## src/rtl/spi_memory_slave.sv

```systemverilog
// SPI mode-0 memory-style slave: opcode, optional address, dummy cycles, then a full-duplex byte stream.
// Define SPI_SLAVE_INPUT_SYNC_EN for 2-flop input synchronizers; otherwise a single input register is used.
module spi_memory_slave #(
    parameter int SCK_MIN_HALF = 4
) (
    input  logic       main_clock,
    input  logic       reset,
    input  logic       sck,
    input  logic       cs,
    input  logic       mosi,
    output logic       miso,
    output logic [7:0] opcode,
    output logic       opcode_valid,
    input  logic       addr_flag,
    input  logic [7:0] dummy_cycles,
    output logic [7:0] addr,
    output logic       addr_valid,
    output logic       tx_req,
    input  logic [7:0] tx_data,
    output logic [7:0] rx_data,
    output logic       rx_valid,
    output logic       frame_end,
    output logic       busy
);

    typedef enum logic [2:0] {
        S_IDLE,
        S_OPCODE,
        S_ADDR,
        S_DUMMY,
        S_DATA
    } state_e;

    // The transmit byte is loaded one cycle after tx_req and must land before the next sck fall.
    if (SCK_MIN_HALF < 2) begin : g_half_check
        $error("SCK_MIN_HALF must be at least 2");
    end

    logic sck_s_q, cs_s_q, mosi_s_q;
    logic sck_p_q, cs_p_q;

    // NOTE: sequential state uses <= so every flop samples pre-edge values regardless of statement order.
`ifdef SPI_SLAVE_INPUT_SYNC_EN
    logic sck_m_q, cs_m_q, mosi_m_q;

    always_ff @(posedge main_clock) begin
        if (reset) begin
            sck_m_q  <= 1'b0;
            cs_m_q   <= 1'b1;
            mosi_m_q <= 1'b0;
            sck_s_q  <= 1'b0;
            cs_s_q   <= 1'b1;
            mosi_s_q <= 1'b0;
        end else begin
            sck_m_q  <= sck;
            cs_m_q   <= cs;
            mosi_m_q <= mosi;
            sck_s_q  <= sck_m_q;
            cs_s_q   <= cs_m_q;
            mosi_s_q <= mosi_m_q;
        end
    end
`else
    always_ff @(posedge main_clock) begin
        if (reset) begin
            sck_s_q  <= 1'b0;
            cs_s_q   <= 1'b1;
            mosi_s_q <= 1'b0;
        end else begin
            sck_s_q  <= sck;
            cs_s_q   <= cs;
            mosi_s_q <= mosi;
        end
    end
`endif

    always_ff @(posedge main_clock) begin
        if (reset) begin
            sck_p_q <= 1'b0;
            cs_p_q  <= 1'b1;
        end else begin
            sck_p_q <= sck_s_q;
            cs_p_q  <= cs_s_q;
        end
    end

    logic sck_rise, sck_fall, cs_fall, cs_rise;
    assign sck_rise = sck_s_q & ~sck_p_q;
    assign sck_fall = ~sck_s_q & sck_p_q;
    assign cs_fall  = ~cs_s_q & cs_p_q;
    assign cs_rise  = cs_s_q & ~cs_p_q;

    state_e     state_q, state_d;
    logic [2:0] bit_cnt_q, bit_cnt_d;
    logic [7:0] shift_q, shift_d;
    logic [7:0] dummy_cnt_q, dummy_cnt_d;
    logic [7:0] dummy_len_q, dummy_len_d;
    logic [7:0] opcode_q, opcode_d;
    logic [7:0] addr_q, addr_d;
    logic [7:0] rx_data_q, rx_data_d;
    logic [7:0] tx_shift_q, tx_shift_d;
    logic       tx_load_q, tx_load_d;
    logic       miso_q, miso_d;

    logic [7:0] shift_in;
    logic [7:0] dummy_cnt_inc;
    logic       opcode_pulse, addr_pulse, rx_pulse, tx_req_pulse, frame_end_pulse;

    assign shift_in      = {shift_q[6:0], mosi_s_q};
    assign dummy_cnt_inc = dummy_cnt_q + 8'd1;

    always_comb begin
        // NOTE: every variable gets a default first so no path through the block can infer a latch.
        state_d         = state_q;
        bit_cnt_d       = bit_cnt_q;
        shift_d         = shift_q;
        dummy_cnt_d     = dummy_cnt_q;
        dummy_len_d     = dummy_len_q;
        opcode_d        = opcode_q;
        addr_d          = addr_q;
        rx_data_d       = rx_data_q;
        opcode_pulse    = 1'b0;
        addr_pulse      = 1'b0;
        rx_pulse        = 1'b0;
        tx_req_pulse    = 1'b0;
        frame_end_pulse = 1'b0;

        case (state_q)
            S_IDLE: begin
                if (cs_fall) begin
                    state_d   = S_OPCODE;
                    bit_cnt_d = 3'd0;
                    shift_d   = 8'd0;
                end
            end
            S_OPCODE, S_ADDR, S_DATA: begin
                if (sck_rise) begin
                    shift_d   = shift_in;
                    bit_cnt_d = bit_cnt_q + 3'd1;
                    if (bit_cnt_q == 3'd7) begin
                        if (state_q == S_OPCODE) begin
                            opcode_pulse = 1'b1;
                            opcode_d     = shift_in;
                            dummy_len_d  = dummy_cycles;
                            dummy_cnt_d  = 8'd0;
                            if (addr_flag) begin
                                state_d = S_ADDR;
                            end else if (dummy_cycles != 8'd0) begin
                                state_d = S_DUMMY;
                            end else begin
                                state_d      = S_DATA;
                                tx_req_pulse = 1'b1;
                            end
                        end else if (state_q == S_ADDR) begin
                            addr_pulse  = 1'b1;
                            addr_d      = shift_in;
                            dummy_cnt_d = 8'd0;
                            if (dummy_len_q != 8'd0) begin
                                state_d = S_DUMMY;
                            end else begin
                                state_d      = S_DATA;
                                tx_req_pulse = 1'b1;
                            end
                        end else begin
                            rx_pulse     = 1'b1;
                            rx_data_d    = shift_in;
                            tx_req_pulse = 1'b1;
                        end
                    end
                end
            end
            S_DUMMY: begin
                if (sck_rise) begin
                    dummy_cnt_d = dummy_cnt_inc;
                    if (dummy_cnt_inc == dummy_len_q) begin
                        state_d      = S_DATA;
                        bit_cnt_d    = 3'd0;
                        tx_req_pulse = 1'b1;
                    end
                end
            end
            default: state_d = S_IDLE;
        endcase

        // A byte completing on the same edge as cs rising still reports; no further byte will follow.
        if (cs_rise) begin
            state_d         = S_IDLE;
            frame_end_pulse = (state_q != S_IDLE);
            tx_req_pulse    = 1'b0;
        end
    end

    always_comb begin
        tx_load_d  = tx_req_pulse;
        tx_shift_d = tx_shift_q;
        miso_d     = miso_q;
        if (tx_load_q) begin
            tx_shift_d = tx_data;
        end else if ((state_q == S_DATA) && sck_fall) begin
            miso_d     = tx_shift_q[7];
            tx_shift_d = {tx_shift_q[6:0], 1'b1};
        end
        if (state_q != S_DATA) begin
            miso_d = 1'b1;
        end
    end

    always_ff @(posedge main_clock) begin
        if (reset) begin
            state_q     <= S_IDLE;
            bit_cnt_q   <= 3'd0;
            shift_q     <= 8'd0;
            dummy_cnt_q <= 8'd0;
            dummy_len_q <= 8'd0;
            opcode_q    <= 8'd0;
            addr_q      <= 8'd0;
            rx_data_q   <= 8'd0;
            tx_shift_q  <= 8'd0;
            tx_load_q   <= 1'b0;
            miso_q      <= 1'b1;
        end else begin
            state_q     <= state_d;
            bit_cnt_q   <= bit_cnt_d;
            shift_q     <= shift_d;
            dummy_cnt_q <= dummy_cnt_d;
            dummy_len_q <= dummy_len_d;
            opcode_q    <= opcode_d;
            addr_q      <= addr_d;
            rx_data_q   <= rx_data_d;
            tx_shift_q  <= tx_shift_d;
            tx_load_q   <= tx_load_d;
            miso_q      <= miso_d;
        end
    end

    // Byte outputs forward the completing byte so it is visible in the same cycle as its valid pulse.
    assign opcode_valid = opcode_pulse & ~reset;
    assign addr_valid   = addr_pulse & ~reset;
    assign rx_valid     = rx_pulse & ~reset;
    assign tx_req       = tx_req_pulse & ~reset;
    assign frame_end    = frame_end_pulse & ~reset;
    assign opcode       = opcode_valid ? shift_in : opcode_q;
    assign addr         = addr_valid ? shift_in : addr_q;
    assign rx_data      = rx_valid ? shift_in : rx_data_q;
    assign busy         = ~reset & (state_q != S_IDLE);
    assign miso         = reset | (state_q != S_DATA) | miso_q;

endmodule

```

## config.mk

```make
export PLATFORM = sky130hd
export DESIGN_NAME = spi_memory_slave
export DESIGN_NICKNAME = d
export VERILOG_FILES = /design/src/rtl/spi_memory_slave.sv
export SDC_FILE = /design/constraint.sdc
export NUM_CORES = 1
export LEC_CHECK = 0
export CAP_MARGIN = 20
export CORE_UTILIZATION = 45
export DETAILED_ROUTE_END_ITERATION = 10
export GPL_ROUTABILITY_DRIVEN = 0
export PLACE_DENSITY_LB_ADDON = 0.08
export SYNTH_ARGS = -nofsm -noshare
export SYNTH_HDL_FRONTEND = slang
export SYNTH_SLANG_ARGS = --single-unit
```

## constraint.sdc

```tcl
create_clock -name main_clock -period 7.3 [get_ports main_clock]
set_clock_uncertainty 0.1 [all_clocks]
set_input_delay 1.095 -clock main_clock [delete_from_list [all_inputs] [get_ports main_clock]]
set_output_delay 1.095 -clock main_clock [all_outputs]
set_load 0.02 [all_outputs]
```

==> results of run 1 <==
[area by class of cell]
type / count / area [um2] / share of cell area
Timing Repair Buffer: 54 / 531 / 0.128
Sequential cell: 68 / 1360 / 0.329
Inverter: 6 / 22.5 / 0.00545
Tap cell: 99 / 124 / 0.0300
Clock buffer: 9 / 124 / 0.0300
Multi-Input combinational cell: 302 / 1900 / 0.459
Clock inverter: 7 / 75.1 / 0.0182
[how the worst min path moves through the flow]
| stage | from | end | cells past startpoint |
|---|---|---|---|
| 5_1_grt | opcode_q[0]$_SDFFE_PP0P_ | opcode_q[0]$_SDFFE_PP0P_ | 2 |
| 6_report | opcode_q[1]$_SDFFE_PP0P_ | opcode_q[1]$_SDFFE_PP0P_ | 2 |
| 3_3_place_gp | opcode_q[5]$_SDFFE_PP0P_ | opcode_q[5]$_SDFFE_PP0P_ | 2 |
| 2_1_floorplan | tx_shift_q[7]$_SDFFE_PP0P_ | miso_q$_SDFFE_PP1P_ | 2 |
| 3_5_place_dp | opcode_q[1]$_SDFFE_PP0P_ | opcode_q[1]$_SDFFE_PP0P_ | 2 |
| 4_1_cts | opcode_q[1]$_SDFFE_PP0P_ | opcode_q[1]$_SDFFE_PP0P_ | 2 |
[placed cells by master, fill, tap and decap left out, types with 6 or more instances in the layout]
cell type / count
a21oi_1: 41
mux2i_1: 15
nor2_1: 39
or4_1: 6
nand2_1: 52
or3_1: 6
a22o_1: 8
xnor2_1: 6
nor3_1: 7
dfxtp_1: 68
nand2b_1: 7
clkbuf_8: 9
nand3_1: 14
mux2_2: 31
clkdlybuf4s50_1: 51
inv_1: 6
o21ai_0: 16
[metal layers]
metal  part of all wire  global-route usage  vias up  wire (um)
met3              0.037              0.0476        8        285
met4              0.011              0.0660        0         87
met1               0.52               0.295     1392       3970
met2               0.43               0.303       51       3270
li1                   -                   -     1502          -
met5                  0                   0        -          0
[through the flow]
stage	hold WS (ns)	setup WS [ns]	util	instance area, um2	power, uW
after floorplan	0.333	3.37	-	3380	434
after global placement	0.340	2.34	0.542	3930	457
after detailed placement	0.347	2.28	0.542	3930	458
after CTS	0.357	2.26	0.570	4130	767
after global routing	0.383	2.11	0.570	4130	796
final	0.355	2.30	0.570	4130	762
[report_power, final]
part           total, uW  internal (uW)  switching [uW]
registers            387            375            12.2
clock network        312            160             152
logic               63.1           26.8            36.3
total                762            562             200
[flip-flops by register name, indices dropped and copies added (netlist names), 7 cells and up]
| name | flops |
|---|---|
| shift_q | 7 |
| addr_q | 8 |
| opcode_q | 8 |
| rx_data_q | 8 |
| dummy_len_q | 8 |
| tx_shift_q | 8 |
| dummy_cnt_q | 8 |
[cells by family (layout without fill, tap and decap cells)]
kind of cell	count (synthesis)	count (layout)	share of synthesized area
flip-flops	68	68	0.403
adder cells (fa/ha/maj)	4	4	0.0141
AO/OA/AOI/OAI	83	83	0.145
XOR/XNOR	10	10	0.0259
AND/OR/NAND/NOR	159	159	0.228
multiplexers	46	46	0.148
buffers and inverters	30	76	0.0363
[critical path: stages]
cell and delay, ns:
clkdlybuf4s50_1 0.43, or4_1 0.55, nor3_1 0.38, nand3b_1 0.12
a21oi_1 0.16, o21ai_0 0.11, a211oi_1 0.29, clkdlybuf4s50_1 0.66
==> metrics, run 1 <==
status=finished clean; starting density of the core=0.466; Fill cells=699; minimum clock period=about 5.0 ns; Synth Instances=400; layout cell share with drive strength beyond 1=0.128; max frequency=200 MHz; Hold Crit Class=flip-flop to flip-flop; vias in the first global route=2559; Slew headroom=0.517; initial antenna violation count=0; Syn-to-layout area delta=22.3%; Final period util=0.685; number of buffers created by CTS=9; DR DRC count=0; Resize count post-CTS=0; initial DRC count=~170; launch point of the worst path=dummy_cycles[3]; wire length per cell=14.0 um; sequential area share after synthesis=0.403; Slew Viols, Final=0; pwr dens=184 nW/um2; ys async rst share=0; number of synthesized flops with an enable pin=0; CP arrival=3.80 ns; CP required=6.11 ns; CP max FO=2; I/O pin cnt=between 50 and 60; Fin. Hold Viols=0; # Post-CTS Setup Buffers=0; top post-synthesis cells by area=dfxtp_1, mux2_2, a21oi_1; first-pass GRT wire length=around 12000 um; post-route ant nets=0; total gr overflow=0; Reg2Reg Setup Slack=about 4.7 ns; hold buffers post-CTS=0; FF-to-FF path depth=7; critical path endpoint=tx_req; Synth Flop Type=dfxtp_1; Vias/cell=5.42; Post-synth top cells=dfxtp_1, nand2_1, a21oi_1, nor2_1, mux2_2; Post-Syn Area per Cell=roughly 8.4 um2; YS warnings=0; syn nets=between 400 and 500; Max-Cap Viols=0; Yosys reg bits=68; first-pass iteration count of the detailed router=4; area of the mapped netlist=3380 um2; Root Buffer=clkbuf_8; Worst setup SP type=input port; library cells used by synthesis=49; Core Footprint=7250 um2; antenna cell count=0; Detailed Place HPWL=about 5300 um; Placement Rows=31; slew at the pin with the worst max-slew slack=roughly 0.72 ns; setup violators final=0; non-filler cells, final=~550; clk buf depth=2; PortBufs=52; crit path kind=input port to primary output; full die area=7860 um2; Pleak=0.00151 uW; placed cells=529; Die X=88.7 um; RSZ-0062 raised after global routing=false; most common cell in the netlist=dfxtp_1; largest net degree at the start of global routing=37; via count=2953; Reg2Reg Launch Point=dummy_cnt_q[0]$_SDFFE_PP0P_; area leader, netlist=dfxtp_1; Setup TNS=0 ns; clk sinks=68; H-Tree Depth=3; GRT Overall Usage=0.205; Setup crit end kind=primary output; clk slew on worst S/H paths=approximately 0.070 ns; final net count=around 470; Max IR drop VDD=around 0.11 mV; share of the synthesized area in the top cell type=0.403; Total Wirelength=7610 um; Reg-to-Reg End=bit_cnt_q[1]$_SDFFE_PP0P_; Die Y=88.7 um; Clk Latency, worst-skew pair=0.34 ns; CTS tree=yes
(Power assumes the default switching activity.)
==> run 2: changes to the inputs <==
Clock period 7.3 ns to 4.61 ns, I/O delays scaled along.
==> metrics, run 2 (synthesis gave the netlist of run 1 again) <==
PortBufs=52; pwr dens=289 nW/um2; Reg area=1360 um2; I/O pin cnt=between 50 and 60; post-route ant nets=0; CP arrival=3.35 ns; setup violators final=0; Clk Latency, worst-skew pair=about 0.34 ns; via count=2961; Die X=88.7 um; placed cells=531; Resize count post-CTS=0; most frequent cells in the layout=dfxtp_1, nand2_1, clkdlybuf4s50_1, a21oi_1, nor2_1; Fin. Hold Viols=0; Detailed Place HPWL=around 5300 um; Hold Crit Class=flip-flop to flip-flop; clk slew on worst S/H paths=0.08 ns; dpl cell area=3950 um2; clk sinks=just under 70; hold buffers post-CTS=0; Worst setup SP type=input port; H-Tree Depth=3; Slew headroom=0.418; clk buf depth=2; Setup TNS=0 ns; Total Wirelength=7840 um; Placement Rows=31; first-pass iteration count of the detailed router=4; # Post-CTS Setup Buffers=0; final net count=468; Fill cells=~680; Final Cell Area=4140 um2; Setup crit end kind=primary output; Die Y=88.7 um; area occupied by multi-input gates=roughly 1900 um2; number of buffers created by CTS=9; Reg2Reg Setup Slack=2.12 ns; status=finished clean; Slew Viols, Final=0; layout cell share with drive strength beyond 1=0.129; CTS tree=yes; RSZ-0062 raised after global routing=false; CP max FO=2; CP required=~3.8 ns; antenna cell count=0; initial DRC count=254; max frequency=242 MHz; wire length per cell=14.3 um; Pleak=approximately 0.0015 uW; Vias/cell=5.41; vias in the first global route=2591; Max IR drop VDD=0.175 mV; Root Buffer=clkbuf_8; slew at the pin with the worst max-slew slack=0.873 ns; crit path kind=input port to primary output; largest net degree at the start of global routing=49; most common cell after layout, fill and taps aside=dfxtp_1; first-pass GRT wire length=12500 um; Core Footprint=between 7000 and 8000 um2; GRT Overall Usage=0.210; Syn-to-layout area delta=22.5%; DR DRC count=0; Max-Cap Viols=0; starting density of the core=0.466; total gr overflow=0; non-filler cells, final=about 550; full die area=7860 um2; initial antenna violation count=0; Final period util=0.898; minimum clock period=4.14 ns
[run 2: changes by cell type in the layout (fill, tap and decap cells not counted)]
cell | before | now
buf_4 | 2 | 4
clkbuf_1 | 0 | 1
clkinvlp_4 | 0 | 1
inv_6 | 2 | 0
[run 2: layout make-up]
cell class                 count  share of cell area
clock buffer                  10              0.0308
multi-input combinational    302               0.458
tap                           99              0.0299
clock inverter                 6              0.0157
inverter                       6             0.00544
timing repair buffer          56               0.132
sequential                    68               0.329
[run 2: metal layers]
metal / GRT usage / up-vias / part of all wire
met2: 0.320 / 78 / 0.44
met3: 0.0597 / 5 / 0.053
met1: 0.291 / 1379 / 0.50
met4: 0.0601 / 0 / 0.0096
met5: 0 / - / 0
li1: - / 1499 / -
[run 2: power by group]
part	switching [uW]	internal (uW)	total (uW)
registers	19.0	594	613
clock network	235	250	485
logic	58.2	42.5	101
[run 2: final timing paths]
check             cells after the start                   startpoint                         to
hold / removal                        2     opcode_q[4]$_SDFFE_PP0P_   opcode_q[4]$_SDFFE_PP0P_
setup / recovery                      8              dummy_cycles[3]                     tx_req
hold reg to reg                       2     opcode_q[4]$_SDFFE_PP0P_   opcode_q[4]$_SDFFE_PP0P_
setup reg to reg                      7  dummy_cnt_q[0]$_SDFFE_PP0P_  bit_cnt_q[1]$_SDFFE_PP0P_
[run 2: stage by stage]
stage,worst slack [ns],total power [uW],hold slack (ns),util
detailed placement,0.430,725,0.348,0.544
floorplan,1.49,687,0.333,-
global placement,0.462,724,0.339,0.544
finish,0.472,1200,0.356,0.571
global route,0.262,1250,0.370,0.571
CTS,0.425,1210,0.359,0.571
[run 2: worst max-delay path, stage by stage]
cell	delay, ns
clkdlybuf4s50_1	0.42
or4_1	0.56
nor3_1	0.34
nand3b_1	0.13
a21oi_1	0.17
o21ai_0	0.12
a211oi_1	0.26
clkdlybuf4s50_1	0.65
==> run 3: changes to the inputs <==
==> constraint.sdc (replaced) <==
create_clock -name main_clock -period 4.1 [get_ports main_clock]
set_clock_uncertainty 0.1 [all_clocks]
set_input_delay 1.025 -clock main_clock [delete_from_list [all_inputs] [get_ports main_clock]]
set_output_delay 1.025 -clock main_clock [all_outputs]
set_load 0.02 [all_outputs]
==> metrics, run 3 (synthesis gave the netlist of run 1 again) <==
status=finished clean; Sequential Power Share=0.481; RSZ-0062 raised after global routing=true; Detailed Place HPWL=~5600 um; final net count=around 490; Vias/cell=~5.4; starting density of the core=0.466; slew at the pin with the worst max-slew slack=0.703 ns; Die X=88.7 um; Reg2Reg Setup Slack=1.68 ns; Placement Rows=31; FF-to-FF path depth=9; Syn-to-layout area delta=28.1%; antenna cell count=0; Slew headroom=0.531; Reg-to-Reg End=bit_cnt_q[1]$_SDFFE_PP0P_; Worst Hold Depth=2; clk buf depth=2; Net Sw Frac=0.255; first-pass GRT wire length=13000 um; largest net degree at the start of global routing=24; worst hold start=opcode_q[5]$_SDFFE_PP0P_; vias in the first global route=2740; Final Cell Area=4330 um2; DR DRC count=0; first-pass iteration count of the detailed router=4; Max-Cap Viols=0; crit path kind=input port to primary output; post-route ant nets=0; Slew Viols, Final=0; clk sinks=68; Core Footprint=about 7300 um2; Die Y=88.7 um; via count=between 3000 and 4000; logic gate share of total power=0.088; Pleak=~0.0016 uW; most common cell after layout, fill and taps aside=dfxtp_1; CTS tree=yes; Worst setup SP type=input port; setup violators final=0; wire length per cell=about 14 um; dpl cell area=4080 um2; max frequency=about 250 MHz; minimum clock period=4.00 ns; clk slew on worst S/H paths=0.08 ns; Clk Latency, worst-skew pair=0.34 ns; switching power=365 uW; Hold Crit Class=flip-flop to flip-flop; H-Tree Depth=3; CP required=2.97 ns; GRT Overall Usage=0.216; I/O pin cnt=53; initial antenna violation count=0; CP arrival=2.88 ns; Setup crit end kind=primary output; Fin. Hold Viols=0; full die area=7860 um2; Max IR drop VDD=0.242 mV; Final period util=0.976; pwr dens=331 nW/um2; most frequent cells in the layout=dfxtp_1, nand2_1, clkdlybuf4s50_1, a21oi_1, nor2_1; Worst Hold End=opcode_q[5]$_SDFFE_PP0P_; initial DRC count=190; Total Wirelength=7940 um; Root Buffer=clkbuf_8; PortBufs=52; Hold Slack=~0.35 ns; total gr overflow=0; layout cell share with drive strength beyond 1=0.182; Clk pwr share=0.431; number of buffers created by CTS=9; cell-internal power=1070 uW; CP max FO=2; Reg2Reg Launch Point=dummy_cnt_q[0]$_SDFFE_PP0P_
## run 3: changes by cell type in the layout (fill, tap and decap cells not counted), moves of 2 or more
cell / delta
dlygate4sd2_1: +7
or4_4: +2
buf_4: +19
clkdlybuf4s50_1: -8
or4_1: -2
## run 3: per-stage QoR
step	util	worst slack, ns	std cells	setup TNS [ns]	power, uW
final	0.597	0.0964	565	0	1430
after global routing	0.597	-0.0147	565	-0.0147	1490
after CTS	0.595	0.00908	565	0	1440
after detailed placement	0.563	-0.723	549	-0.723	827
after global placement	0.563	-0.683	549	-0.683	825
after floorplan	-	0.313	400	0	772
## run 3: critical path: stages
cell and delay, ns:
clkdlybuf4s50_1 0.42, or4_4 0.44, nor3_2 0.13, buf_4 0.14
nand3b_1 0.08, a21oi_2 0.17, o21ai_2 0.09, a211oi_2 0.20
buf_4 0.17
## run 3: layout make-up
type	count	area (um2)
sequential	68	1360
inverter	6	22.5
tap	99	124
timing repair buffer	74	669
clock inverter	7	98.8
fill	680	2930
multi-input combinational	302	1930
clock buffer	9	124
## run 3: power groups by stage
stage	logic (uW)	registers [uW]	clock network (uW)
2_1_floorplan	86.3	686	0
3_3_place_gp	121	703	0
3_5_place_dp	123	703	0
4_1_cts	123	688	633
5_1_grt	138	691	662
6_report	126	689	618
## run 3: routing by layer
layer	vias to the layer above	wire length (um)	GRT usage
met5	-	0	0
met4	0	63	0.0733
met3	7	278	0.0448
met2	59	3590	0.334
met1	1449	4020	0.300
li1	1534	-	-
## run 3: worst max-delay path by stage
stage                         start  endpoint  slack [ns]  cells after the start
global route        dummy_cycles[3]    tx_req       -0.01                      9
detailed placement  dummy_cycles[3]    tx_req       -0.72                      9
global placement    dummy_cycles[3]    tx_req       -0.68                      9
finish              dummy_cycles[3]    tx_req         0.1                      9
floorplan           dummy_cycles[3]    tx_req        0.31                      6
CTS                 dummy_cycles[3]    tx_req       0.009                      9
## run 3: timing repair
action	4_1_cts	5_1_grt
gates resized for setup	18	4
setup endpoints to repair	1	12
hold buffers	0	0
gates cloned	0	0
pin swaps	6	1
buffers inserted	0	0
